## src/rtl/fp_norm_pkg.sv

```systemverilog
// Shared types and constants for the mantissa normalizer.
package fp_norm_pkg;

  // Normalizer control states.
  typedef enum logic [1:0] {
    ST_IDLE  = 2'd0,
    ST_SHIFT = 2'd1,
    ST_DONE  = 2'd2
  } norm_state_e;

  // Default widths: mantissa incl. guard/round, biased exponent, shift per cycle.
  localparam int DEF_IN_WIDTH  = 27;
  localparam int DEF_EXP_WIDTH = 8;
  localparam int DEF_STEP      = 4;

  // True when the leading-one index flags a zero mantissa. The encoder emits
  // all-ones for zero; any index at or beyond the width is treated the same.
  function automatic logic pos_is_zero(input logic [31:0] pos, input int in_width);
    return pos >= 32'(in_width);
  endfunction

endpackage

```

## src/rtl/norm_shift_step.sv

```systemverilog
// One iteration of the normalizing shift: move left by min(remaining, STEP).
module norm_shift_step #(
  parameter int IN_WIDTH  = 27,
  parameter int POS_WIDTH = 6,
  parameter int STEP      = 4
) (
  input  logic [IN_WIDTH-1:0]  mant_i,
  input  logic [POS_WIDTH-1:0] rem_i,
  output logic [IN_WIDTH-1:0]  mant_o,
  output logic [POS_WIDTH-1:0] rem_o
);

  localparam logic [POS_WIDTH-1:0] STEP_P = POS_WIDTH'(STEP);

  logic [POS_WIDTH-1:0] amt;

  // Clip the step to what is left, shift by it, and account for it.
  always_comb begin
    amt    = (rem_i > STEP_P) ? STEP_P : rem_i;
    mant_o = mant_i << amt;
    rem_o  = rem_i - amt;
  end

endmodule

```

## src/rtl/mant_normalizer.sv

```systemverilog
// Left-normalizer for FPU mantissas with exponent clamping to denormal.
// Build option MANT_NORM_ONE_CYCLE_EN: do the whole shift with one barrel
// shift at accept time instead of STEP bits per cycle.
module mant_normalizer
  import fp_norm_pkg::*;
#(
  parameter  int IN_WIDTH  = DEF_IN_WIDTH,
  parameter  int EXP_WIDTH = DEF_EXP_WIDTH,
  parameter  int STEP      = DEF_STEP,
  localparam int POS_WIDTH = $clog2(IN_WIDTH) + 1
) (
  input  logic                 clk,
  input  logic                 rst,
  input  logic                 in_valid,
  output logic                 in_ready,
  input  logic [IN_WIDTH-1:0]  in_mant,
  input  logic [EXP_WIDTH-1:0] in_exp,
  input  logic [POS_WIDTH-1:0] in_pos,
  output logic                 out_valid,
  input  logic                 out_ready,
  output logic [IN_WIDTH-1:0]  out_mant,
  output logic [EXP_WIDTH-1:0] out_exp,
  output logic                 out_zero,
  output logic                 out_underflow
);

  localparam int EXP_X_W = EXP_WIDTH + 1;
  localparam logic [POS_WIDTH-1:0] TOP_POS = POS_WIDTH'(IN_WIDTH - 1);

  norm_state_e          state_q, state_d;
  logic [IN_WIDTH-1:0]  mant_q, mant_d;
  logic [EXP_WIDTH-1:0] exp_q, exp_d;
  logic                 zero_q, zero_d;
  logic                 uf_q, uf_d;

  // Accept-time decode
  logic                 zero_in;
  logic [POS_WIDTH-1:0] shamt;
  logic [EXP_X_W-1:0]   exp_x, shamt_x;
  logic [POS_WIDTH-1:0] acc_shift;
  logic [EXP_WIDTH-1:0] acc_exp;
  logic                 acc_uf;
  logic [IN_WIDTH-1:0]  acc_mant;

  // Decide shift distance, final exponent and underflow for the incoming operand.
  // Widening to EXP_WIDTH+1 keeps the exponent-vs-shift comparison from wrapping.
  always_comb begin
    zero_in   = pos_is_zero(32'(in_pos), IN_WIDTH);
    shamt     = TOP_POS - in_pos;
    exp_x     = {1'b0, in_exp};
    shamt_x   = EXP_X_W'(shamt);
    acc_shift = '0;
    acc_exp   = '0;
    acc_uf    = 1'b0;
    acc_mant  = in_mant;
    if (zero_in) begin
      acc_mant = '0;
    end else if ((exp_x > shamt_x) || (shamt == '0)) begin
      acc_shift = shamt;
      acc_exp   = EXP_WIDTH'(exp_x - shamt_x);
    end else begin
      // Exponent runs out first: stop at exponent 1's worth of shift, report denormal.
      acc_shift = (in_exp == '0) ? '0 : POS_WIDTH'(in_exp - EXP_WIDTH'(1));
      acc_uf    = 1'b1;
    end
  end

`ifdef MANT_NORM_ONE_CYCLE_EN

  // Next state and datapath: single barrel shift at accept, straight to DONE.
  always_comb begin
    state_d = state_q;
    mant_d  = mant_q;
    exp_d   = exp_q;
    zero_d  = zero_q;
    uf_d    = uf_q;
    case (state_q)
      ST_IDLE: begin
        if (in_valid) begin
          mant_d  = acc_mant << acc_shift;
          exp_d   = acc_exp;
          zero_d  = zero_in;
          uf_d    = acc_uf;
          state_d = ST_DONE;
        end
      end
      ST_DONE: begin
        if (out_ready) state_d = ST_IDLE;
      end
      default: state_d = ST_IDLE;
    endcase
  end

  // State and result registers.
  always_ff @(posedge clk) begin
    if (rst) begin
      state_q <= ST_IDLE;
      mant_q  <= '0;
      exp_q   <= '0;
      zero_q  <= 1'b0;
      uf_q    <= 1'b0;
    end else begin
      state_q <= state_d;
      mant_q  <= mant_d;
      exp_q   <= exp_d;
      zero_q  <= zero_d;
      uf_q    <= uf_d;
    end
  end

`else

  localparam logic [POS_WIDTH-1:0] STEP_P = POS_WIDTH'(STEP);

  logic [POS_WIDTH-1:0] rem_q, rem_d;
  logic [IN_WIDTH-1:0]  step_mant;
  logic [POS_WIDTH-1:0] step_rem;

  norm_shift_step #(
    .IN_WIDTH  (IN_WIDTH),
    .POS_WIDTH (POS_WIDTH),
    .STEP      (STEP)
  ) u_step (
    .mant_i (mant_q),
    .rem_i  (rem_q),
    .mant_o (step_mant),
    .rem_o  (step_rem)
  );

  // Next state and datapath: load at accept, then shift STEP bits per cycle.
  always_comb begin
    state_d = state_q;
    mant_d  = mant_q;
    exp_d   = exp_q;
    zero_d  = zero_q;
    uf_d    = uf_q;
    rem_d   = rem_q;
    case (state_q)
      ST_IDLE: begin
        if (in_valid) begin
          mant_d  = acc_mant;
          exp_d   = acc_exp;
          zero_d  = zero_in;
          uf_d    = acc_uf;
          rem_d   = acc_shift;
          state_d = (acc_shift == '0) ? ST_DONE : ST_SHIFT;
        end
      end
      ST_SHIFT: begin
        mant_d = step_mant;
        rem_d  = step_rem;
        if (rem_q <= STEP_P) state_d = ST_DONE;
      end
      ST_DONE: begin
        if (out_ready) state_d = ST_IDLE;
      end
      default: state_d = ST_IDLE;
    endcase
  end

  // State, result and remaining-shift registers.
  always_ff @(posedge clk) begin
    if (rst) begin
      state_q <= ST_IDLE;
      mant_q  <= '0;
      exp_q   <= '0;
      zero_q  <= 1'b0;
      uf_q    <= 1'b0;
      rem_q   <= '0;
    end else begin
      state_q <= state_d;
      mant_q  <= mant_d;
      exp_q   <= exp_d;
      zero_q  <= zero_d;
      uf_q    <= uf_d;
      rem_q   <= rem_d;
    end
  end

`endif

  // Handshake and result outputs; registers hold steady while in DONE.
  always_comb begin
    in_ready      = (state_q == ST_IDLE) && !rst;
    out_valid     = (state_q == ST_DONE);
    out_mant      = mant_q;
    out_exp       = exp_q;
    out_zero      = zero_q;
    out_underflow = uf_q;
  end

endmodule

```

## config.mk

```make
export PLATFORM = sky130hd
export DESIGN_NAME = mant_normalizer
export DESIGN_NICKNAME = d
export VERILOG_FILES = /design/src/rtl/fp_norm_pkg.sv /design/src/rtl/norm_shift_step.sv /design/src/rtl/mant_normalizer.sv
export SDC_FILE = /design/constraint.sdc
export NUM_CORES = 1
export LEC_CHECK = 0
export ABC_AREA = 1
export ABC_CLOCK_PERIOD_IN_PS = 4000
export BUFFER_PORTS_ARGS = -buffer_cell sky130_fd_sc_hd__buf_4
export CORE_MARGIN = 2
export CORE_UTILIZATION = 30
export CTS_BUF_LIST = sky130_fd_sc_hd__clkbuf_16
export DETAILED_ROUTE_END_ITERATION = 8
export SLEW_MARGIN = 15
export SYNTH_ARGS = -nofsm -noshare
export SYNTH_HDL_FRONTEND = slang
export SYNTH_SLANG_ARGS = --single-unit
export TNS_END_PERCENT = 50
```

## constraint.sdc

```tcl
create_clock -name clk -period 4 [get_ports clk]
set_clock_uncertainty 0.15 [all_clocks]
set_input_delay 1 -clock clk [delete_from_list [all_inputs] [get_ports clk]]
set_output_delay 1 -clock clk [all_outputs]
set_load 0.005 [all_outputs]
```

==> key figures, run 1 <==
Outcome
  – Result of the run: finished clean

Die
  – Number of top-level pins: between 80 and 90
  – Height of the die: about 110 um
  – Core box area: roughly 11,000 um^2
  – Initial core utilization: 30.9%
  – Total Die Area: 12,600 um^2
  – FP Rows: 39
  – Die span in x: ~110 um

Global routing
  – Top Usage Layer GRT: met2
  – Pin count of the biggest net entering global routing: 48
  – Met3 Resource Use GR: a little over 4%
  – Met1 Track Usage GR: a little under a quarter
  – Number of global-route vias before repair: around 3.7k
  – Grt ovf: 0
  – Antenna violations before repair: 0
  – Total global routing track utilization: between 15 and 20%
  – Global-route track usage on met2: approximately 27%
  – Global-route wire length before repair: around 18,000 um

Synth
  – Avg Inst Size Synth: approximately 6 um^2
  – Cell count after synthesis: 578
  – Fraction of synthesized cell area taken by the top area cell type: around a quarter
  – Yosys warning total: 0
  – Register area share after synthesis: between 20% and 30%
  – Most numerous cell in the Yosys netlist: nand2_1
  – Net count after synthesis: approximately 630
  – Fraction of registers with async set or reset after synthesis: 0%
  – Unique cell type count in the Yosys netlist: between 40 and 50
  – Top flip-flop cell by instance count after synthesis: dfxtp_1
  – Most instantiated cells after synthesis: nand2_1 (203), inv_1 (63), dfxtp_1 (45)
  – Cell types with the largest area share after synthesis: dfxtp_1 (26%), nand2_1 (22%), inv_1 (6.7%), nand3_1 (4.4%), o211ai_1 (4.3%)
  – Post-synth EDFFs: 0
  – Number of synthesized register bits: 45
  – Cell type contributing the most total cell area after synthesis: dfxtp_1
  – Netlist Area Pre-Place: between 3000 and 4000 um^2

Worst setup path
  – Register-to-Register Setup Slack: around 1500 ps
  – Worst setup path endpoint: state_q[0]
  – Sort of element at the end of the critical path: flop
  – Crit path launch type: input port
  – Arrival time at the worst endpoint: about 3300 ps
  – Worst-path fanout max: 8
  – R2r endpoint: out_mant[26]
  – Critical path launch point: in_pos[0]
  – Worst setup path class: input port to flop
  – Required arrival time at the worst endpoint: 4020 ps
  – RR Startpoint: rem_q[4]
  – Reg2Reg Depth: 11

Drt
  – Number of remaining DRC errors: 0
  – Via count: 3,976
  – Detailed-router iteration count before antenna repair: 5
  – Violation count after the first detailed-route iteration: around 260
  – Detail-routed via count per cell: between 5 and 6
  – Total length of routed wires: about 11,000 um
  – Final routed wire length divided by cell count: around 13 um
  – Post-detailed-route count of antenna-violating nets: 0

STA
  – Unrepaired setup endpoints after global routing: false
  – Remaining max-slew budget at the tightest pin: about two fifths
  – Setup violation total in the final timing report: 0
  – Slew @ Worst Pin: 906 ps
  – Post-route clock period utilization: between 80% and 90%
  – Final count of hold timing violations: 0
  – Crit path time final: around 3200 ps
  – Count of pins over their slew limit: 0
  – Highest clock frequency the design can meet: roughly 300 MHz
  – Minimum hold slack: 324 ps
  – Setup total negative slack: 0 ps

Power
  – Sw Pwr: between 0.001 and 0.0015 W
  – Clock network fraction of total power: between 10% and 20%
  – LEAKAGE: between 2 and 2.5 nW
  – Power, Total: roughly 0.0030 W
  – Part of the power in registers: between 20% and 30%
  – Net switching share of the total power: 47.9%
  – Internal Power: 0.00158 W
  – Worst vdd rail ir drop: between 200 and 300 uV
  – Power density over the cells: 690 nW/um^2
  – Part of the power in combinational logic: 58.1%

Placement
  – Post-DP HPWL: about 8100 um
  – Placer's final routability congestion estimate: 0.870
  – Placed inst area: 4220 um^2
  – Total of buffers placed on input and output ports: just over 80

Clock network
  – Cells resized by post-CTS repair: 0
  – Hold-fix buffers at CTS: 0
  – Clock buffer depth: 2
  – Clk sink count: 45
  – Root buffer cell: clkbuf_16
  – CTS H-tree depth: 2
  – Clock insertion delay at the later pin of the skew report: just under 300 ps
  – Clock transition time at the flip-flop clock pins of the worst setup and hold paths: approximately 60 ps
  – Clock tree from TritonCTS: done
  – Buffer count from post-CTS setup fixing: 0
  – Clock buffers created by TritonCTS: 5

Layout
  – Area added between synthesis and finish: 24.3%
  – Net count reported at finish: 701
  – Antenna diode instance count: 0
  – Multi-input logic area: roughly 2200 um^2
  – Final Cell Area: 4380 um^2
  – Filler Cells Inserted: roughly 1.3k
  – Ratio of cells with drive above 1 in the final layout: between 15 and 20%
  – Total area of sequential cells: between 900 and 1000 um^2

Min path
  – Worst min path class: flop to flop

Run
  – Max-cap check violation count: 0
-- logic make-up (layout without fill, tap and decap cells) --
group,Yosys count,count (layout),share of synthesized area (%)
AOI/OAI and AO/OA,114,114,19.4
xor gates and xnor gates,5,5,1.24
adders and majority gates,11,11,4.12
buffers and inverters,96,163,11.3
DFF,45,45,25.6
muxes,1,1,0.284
other,1,1,0.106
and+or+nand+nor,305,305,38.0
-- critical path, cell delays in order --
cell and delay (ps):
buf_4 110, inv_1 50, ha_1 320, fa_1 440, inv_1 80, nand3_1 80, nand2_1 90, nand2_1 70
nand2_1 80, nand3_1 210, nand3_4 170, nand2_1 60, nand3_1 110, nand2_1 60, nor2_1 120, nand2_1 80
nand2_1 70, a21oi_1 70
-- placed cells by master, fill, tap and decap left out, drive strengths merged, types with 3 or more instances in the layout --
| cell | count |
|---|---|
| a21oi | 28 |
| a31oi | 14 |
| buf | 87 |
| clkbuf | 5 |
| dfxtp | 45 |
| ha | 10 |
| inv | 68 |
| nand2 | 207 |
| nand3 | 33 |
| nand4 | 23 |
| nor2 | 31 |
| nor3 | 3 |
| o211ai | 20 |
| o21ai | 41 |
| or2 | 4 |
| xor2 | 3 |
-- worst min path at each step --
| stage | start | end | depth (start not counted) |
|---|---|---|---|
| final | out_exp[6] | out_exp[6] | 2 |
| after global routing | out_exp[2] | out_exp[2] | 2 |
| after CTS | out_exp[6] | out_exp[6] | 2 |
| after detailed placement | out_exp[6] | out_exp[6] | 2 |
| after global placement | out_exp[2] | out_exp[2] | 2 |
| after floorplan | rem_q[3] | rem_q[3] | 2 |
-- flip-flops by register name (all words and copies together), names as in the netlist --
signal         cells
out_underflow      1
state_q            2
out_mant          27
rem_q              6
out_exp            8
out_zero           1
-- metal layers --
metal / wire (um) / up-vias
met3: 673 / 14
met4: 142 / 0
met5: 0 / -
met1: 4990 / 1804
met2: 4830 / 114
li1: - / 2044
-- power by group through the flow --
stage	Clock (W)	Combinational, W	Sequential (W)
2_1_floorplan	0	0.00125	0.000765
3_3_place_gp	0	0.00173	0.000801
3_5_place_dp	0	0.00174	0.000804
4_1_cts	0.000483	0.00175	0.000797
5_1_grt	0.000499	0.00199	0.000824
6_report	0.000468	0.00176	0.000797
-- cell type report --
type	count	share of cell area, %
tap	143	4.08
multi-input combinational	437	50.8
sequential	45	20.6
clock inverter	2	0.800
clock buffer	5	2.86
timing repair buffer	87	14.9
inverter	69	5.97
-- metrics by stage --
step                std cells  utilization, %  setup WS, ps
floorplan                 578               -           883
CTS                       788            38.4           782
global placement          781            37.0           612
finish                    788            38.4           752
global route              788            38.4           509
detailed placement        781            37.0           469
Power figures use the tool's default switching activity.
==> run 2: changes to the inputs <==
- ABC_CLOCK_PERIOD_IN_PS: 4000 -> 3200
- clock period: 4 -> 3.2 ns (I/O delays scaled with it)
==> run 2 against run 1 <==
Cell area up 1.5%; core utilization up 0.57 points; wire length up 0.29%; clock power up 24%; combinational power up 27%; die area unchanged; critical endpoint unchanged; sequential share of layout area down 0.30 points; largest power group unchanged; first-iteration DRC count up 22%; worst hold slack worse by 6.2 ps; setup slack worse by 430 ps.
==> key figures, run 2 (synthesis results as in run 1) <==
Drt
  – Number of remaining DRC errors: 0
  – Total length of routed wires: between 10,000 and 15,000 um
  – Post-detailed-route count of antenna-violating nets: 0
  – Via count: between 4k and 5k
  – Detail-routed via count per cell: ~5.1
  – Violation count after the first detailed-route iteration: roughly 320
  – Detailed-router iteration count before antenna repair: 5
  – Final routed wire length divided by cell count: approximately 13 um

Power
  – Power density over the cells: around 860 nW/um^2
  – LEAKAGE: 2.18 nW
  – Worst vdd rail ir drop: ~380 uV

STA
  – Unrepaired setup endpoints after global routing: false
  – Count of pins over their slew limit: 0
  – Crit path time final: 2870 ps
  – Highest clock frequency the design can meet: around 350 MHz
  – Remaining max-slew budget at the tightest pin: between 40% and 50%
  – Post-route clock period utilization: between 80% and 90%
  – Final count of hold timing violations: 0
  – Slew @ Worst Pin: around 800 ps
  – Setup violation total in the final timing report: 0

Placement
  – Total of buffers placed on input and output ports: 83
  – Cells after DPL: approximately 790
  – Post-DP HPWL: between 8000 and 9000 um
  – Placer's final routability congestion estimate: between 0.8 and 0.9

Min path
  – Worst min path class: flop to flop
  – Hold Startpoint: out_exp[2]
  – Worst-case hold path end point: out_exp[2]
  – Instance count along the most critical hold path: 2

Die
  – Core box area: between 10,000 and 15,000 um^2
  – Total Die Area: around 13,000 um^2
  – Height of the die: ~110 um
  – Initial core utilization: 30.9%
  – Number of top-level pins: 84
  – Die span in x: approximately 110 um
  – FP Rows: 39

Clock network
  – Clock tree from TritonCTS: done
  – Clock buffer depth: 2
  – Clock transition time at the flip-flop clock pins of the worst setup and hold paths: approximately 70 ps
  – Buffer count from post-CTS setup fixing: 0
  – Hold-fix buffers at CTS: 0
  – Clk sink count: 45
  – Clock buffers created by TritonCTS: 5
  – CTS H-tree depth: 2
  – Clock insertion delay at the later pin of the skew report: about 280 ps
  – Root buffer cell: clkbuf_16

Global routing
  – Grt ovf: 0
  – Total global routing track utilization: 16.7%
  – Global-route wire length before repair: roughly 18,000 um
  – Number of global-route vias before repair: roughly 3.7k
  – Antenna violations before repair: 0
  – Pin count of the biggest net entering global routing: 32

Layout
  – Net count reported at finish: ~710
  – Most common library cell in the layout ignoring fill and taps: nand2_1
  – Ratio of cells with drive above 1 in the final layout: between 10% and 20%
  – Commonest cells after routing, fill and taps aside: nand2_1 (203), buf_4 (95), inv_1 (63)
  – Non-filler instance count after layout: about 800
  – Area added between synthesis and finish: 26.2%
  – Finished Core Util: between 30% and 40%
  – Number of flip-flops under the largest register name: 27
  – Antenna diode instance count: 0

Worst setup path
  – Buffers plus inverters on the worst setup path: 3
  – Sort of element at the end of the critical path: flop
  – Cell at the slowest stage of the critical path: fa_1
  – RR Startpoint: rem_q[4]
  – Crit path launch type: input port
  – Arrival time at the worst endpoint: a little under 3000 ps
  – Most common cell type on the critical path: nand2_1
  – Peak per-stage delay on the critical path: around 420 ps
  – Required arrival time at the worst endpoint: 3230 ps
  – Reg2Reg Depth: 13
  – Worst-path fanout max: 8
  – Register-to-Register Setup Slack: between 800 and 900 ps
  – Cell family with most CP delay: simple AND/OR/NAND/NOR gates
  – CP cell instances: buf_4 > inv_1 > ha_1 > fa_1 > inv_1 > nand3_1 > nand2_1 > nand2_1 > nand2_1 > nand3_2 > nand3_4 > nand2_1 > nand3_1 > nand2_1 > nor2_1 > nand2_1 > nand2_1 > a21oi_1
  – R2r endpoint: out_mant[17]
  – Worst setup path class: input port to flop

Outcome
  – Result of the run: finished clean

Run
  – Max-cap check violation count: 0
==> run 2: cell count changes in the layout (fill, tap and decap cells not counted), sizes merged <==
cell / before / now
buf: 87 / 95
==> run 2: power by group <==
part	switching [W]	leakage (nW)	total, W	internal [W]
Sequential	0.000223	0.370	0.000995	0.000772
Clock	0.000217	0.0797	0.000580	0.000363
Combinational	0.00137	1.73	0.00224	0.000872
Total	0.00181	2.18	0.00382	0.00201
==> run 2: worst max-delay path by stage <==
stage,from,end,cells after the start,slack [ps]
3_5_place_dp,in_pos[0],state_q[0],18,-40
3_3_place_gp,in_pos[0],state_q[0],18,50
6_report,in_pos[0],state_q[0],18,330
2_1_floorplan,in_pos[0],state_q[0],17,280
4_1_cts,in_pos[0],state_q[0],18,260
5_1_grt,in_pos[0],out_exp[7],16,60
==> run 2: worst min-delay path, cell delays in order, from the launching register on <==
cell     delay [ps]
dfxtp_1         310
nand2_1          60
a21oi_1          50
==> run 2: layer usage <==
layer / routed length (um) / track usage, %
met4: 126 / 3.98
met1: 4960 / 22.1
met2: 4950 / 27.8
met3: 630 / 3.83
met5: 0 / 0
==> run 2: final cells by class <==
cell class	count	area, um^2
clock buffers	5	125
clock inverters	2	35.0
fillers	1290	6970
inverters	69	262
multi-input cells	437	2230
flip-flops and latches	45	901
well taps	143	179
repair buffers	95	713
==> run 2: through the flow <==
| stage | total power (W) | setup WS [ps] | setup TNS, ps | hold slack, ps | area [um^2] |
|---|---|---|---|---|---|
| after floorplan | 0.00251 | 283 | 0 | 308 | 3520 |
| after CTS | 0.00382 | 256 | 0 | 322 | 4440 |
| after detailed placement | 0.00323 | -42.4 | -100 | 310 | 4280 |
| final | 0.00382 | 325 | 0 | 318 | 4450 |
| after global placement | 0.00320 | 51.6 | 0 | 308 | 4280 |
| after global routing | 0.00417 | 61.6 | 0 | 343 | 4450 |
==> run 2: repair_timing <==
item	4_1_cts	5_1_grt
resized for setup	0	2
setup endpoints to repair	0	2
endpoints found under the hold margin	0	0
==> run 3: changes to the inputs <==
- REMOVE_ABC_BUFFERS: not set -> 1
==> run 3 against run 2 <==
Setup slack lost 2.8 ps; largest cell class unchanged; critical endpoint unchanged; final cell count is 0.38% higher; highest routed layer unchanged; global-route usage fell by 0.18 points; cell area fell by 0.31%.
==> key figures, run 3 (synthesis results as in run 1) <==
STA
  – Count of pins over their slew limit: 0
  – Setup violation total in the final timing report: 0
  – Post-route clock period utilization: between 80% and 90%
  – Highest clock frequency the design can meet: 348 MHz
  – Slew @ Worst Pin: 507 ps
  – Remaining max-slew budget at the tightest pin: about two thirds
  – Crit path time final: 2880 ps
  – Final count of hold timing violations: 0
  – Setup total negative slack: 0 ps
  – Unrepaired setup endpoints after global routing: false

Die
  – Initial core utilization: a little under a third
  – FP Rows: 39
  – Number of top-level pins: 84
  – Total Die Area: approximately 13,000 um^2
  – Height of the die: 112 um
  – Core box area: 11,400 um^2
  – Die span in x: between 100 and 150 um

Worst setup path
  – Worst setup path endpoint: state_q[0]
  – Critical path launch point: in_pos[0]
  – RR Startpoint: rem_q[5]
  – Total stage count of the critical path: 18
  – Crit path launch type: input port
  – Arrival time at the worst endpoint: approximately 2900 ps
  – Worst-path fanout max: 5
  – Register-to-Register Setup Slack: about 850 ps
  – Peak per-stage delay on the critical path: 340 ps
  – Sort of element at the end of the critical path: flop
  – Most common cell type on the critical path: nand2_1
  – Buffers plus inverters on the worst setup path: 2
  – Required arrival time at the worst endpoint: between 3000 and 4000 ps
  – Reg2Reg Depth: 13
  – Worst setup path class: input port to flop
  – R2r endpoint: out_mant[20]
  – Cell family with most CP delay: simple AND/OR/NAND/NOR gates
  – CP cell instances: buf_4 > nand2_1 > nand3b_1 > and2_1 > ha_1 > a21oi_1 > nand2_1 > nand2_1 > nand2_1 > nand3_1 > buf_4 > nand4_1 > nand3_1 > nand2_1 > nor2_1 > nand2_1 > nand2_1 > a21oi_1
  – Cell at the slowest stage of the critical path: ha_1

Run
  – Max-cap check violation count: 0

Layout
  – Antenna diode instance count: 0
  – Commonest cells after routing, fill and taps aside: nand2_1 (203), buf_4 (97), inv_1 (66)
  – Number of flip-flops under the largest register name: 27
  – Ratio of cells with drive above 1 in the final layout: between 10% and 20%
  – Net count reported at finish: ~710
  – Area added between synthesis and finish: 25.8%
  – Most common library cell in the layout ignoring fill and taps: nand2_1
  – Final Cell Area: ~4400 um^2
  – Filler Cells Inserted: roughly 1.3k

Power
  – Worst vdd rail ir drop: about 460 uV
  – Power density over the cells: about 840 nW/um^2
  – LEAKAGE: 2.19 nW

Placement
  – Total of buffers placed on input and output ports: 83
  – Placer's final routability congestion estimate: around 0.83
  – Post-DP HPWL: ~8000 um
  – Placed inst area: approximately 4300 um^2

Global routing
  – Global-route wire length before repair: 17,400 um
  – Pin count of the biggest net entering global routing: between 40 and 50
  – Total global routing track utilization: between 15 and 20%
  – Antenna violations before repair: 0
  – Grt ovf: 0
  – Number of global-route vias before repair: approximately 3.7k

Drt
  – Number of remaining DRC errors: 0
  – Detail-routed via count per cell: approximately 5
  – Total length of routed wires: 10,500 um
  – Post-detailed-route count of antenna-violating nets: 0
  – Via count: 3,999
  – Final routed wire length divided by cell count: between 10 and 15 um
  – Violation count after the first detailed-route iteration: between 200 and 300
  – Detailed-router iteration count before antenna repair: 5

Clock network
  – Hold-fix buffers at CTS: 0
  – Cells resized by post-CTS repair: 0
  – Root buffer cell: clkbuf_16
  – CTS H-tree depth: 2
  – Clock tree from TritonCTS: done
  – Clock buffer depth: 2
  – Clock buffers created by TritonCTS: 5
  – Buffer count from post-CTS setup fixing: 0
  – Clock insertion delay at the later pin of the skew report: slightly below 300 ps
  – Clock transition time at the flip-flop clock pins of the worst setup and hold paths: 60 ps
  – Clk sink count: between 40 and 50

Outcome
  – Result of the run: finished clean

Min path
  – Worst min path class: flop to flop
==> run 3: how the worst min path moves through the flow <==
stage                from    endpoint  depth (start not counted)
3_5_place_dp   out_exp[6]  out_exp[6]                          2
4_1_cts        out_exp[6]  out_exp[6]                          2
5_1_grt        out_exp[6]  out_exp[6]                          2
2_1_floorplan    rem_q[3]    rem_q[3]                          2
6_report       out_exp[2]  out_exp[2]                          2
3_3_place_gp   out_exp[6]  out_exp[6]                          2
==> run 3: where the power goes <==
group	switching, W	internal, W
Sequential	0.000223	0.000772
Clock	0.000220	0.000282
Combinational	0.00135	0.000871
==> run 3: worst min-delay path, stage by stage, from the launching register on <==
cell     delay [ps]
dfxtp_1         310
nand2_1          60
a21oi_1          60
==> run 3: routing by layer <==
layer	vias up	wire length [um]	global-route usage (%)
li1	2066	-	-
met1	1801	4820	21.9
met2	121	4860	27.7
met3	11	703	3.56
met4	0	102	3.74
met5	-	0	0
==> run 3: cell type report <==
cell class	count	area [um^2]	share of cell area, %
Clock buffer	5	125	2.82
Clock inverter	3	11.3	0.254
Inverter	69	262	5.90
Multi-Input combinational cell	437	2230	50.2
Sequential cell	45	901	20.3
Tap cell	143	179	4.04
Timing Repair Buffer	97	728	16.4
==> run 3: stage by stage <==
| step | hold WS (ps) | total power, W | instances | setup slack (ps) | util (%) |
|---|---|---|---|---|---|
| 2_1_floorplan | 302 | 0.00240 | 551 | 113 | - |
| 3_3_place_gp | 307 | 0.00321 | 791 | 96.4 | 37.6 |
| 3_5_place_dp | 310 | 0.00322 | 791 | 52.0 | 37.6 |
| 4_1_cts | 321 | 0.00373 | 799 | 344 | 38.8 |
| 5_1_grt | 338 | 0.00408 | 799 | 53.9 | 38.8 |
| 6_report | 319 | 0.00372 | 799 | 323 | 38.8 |
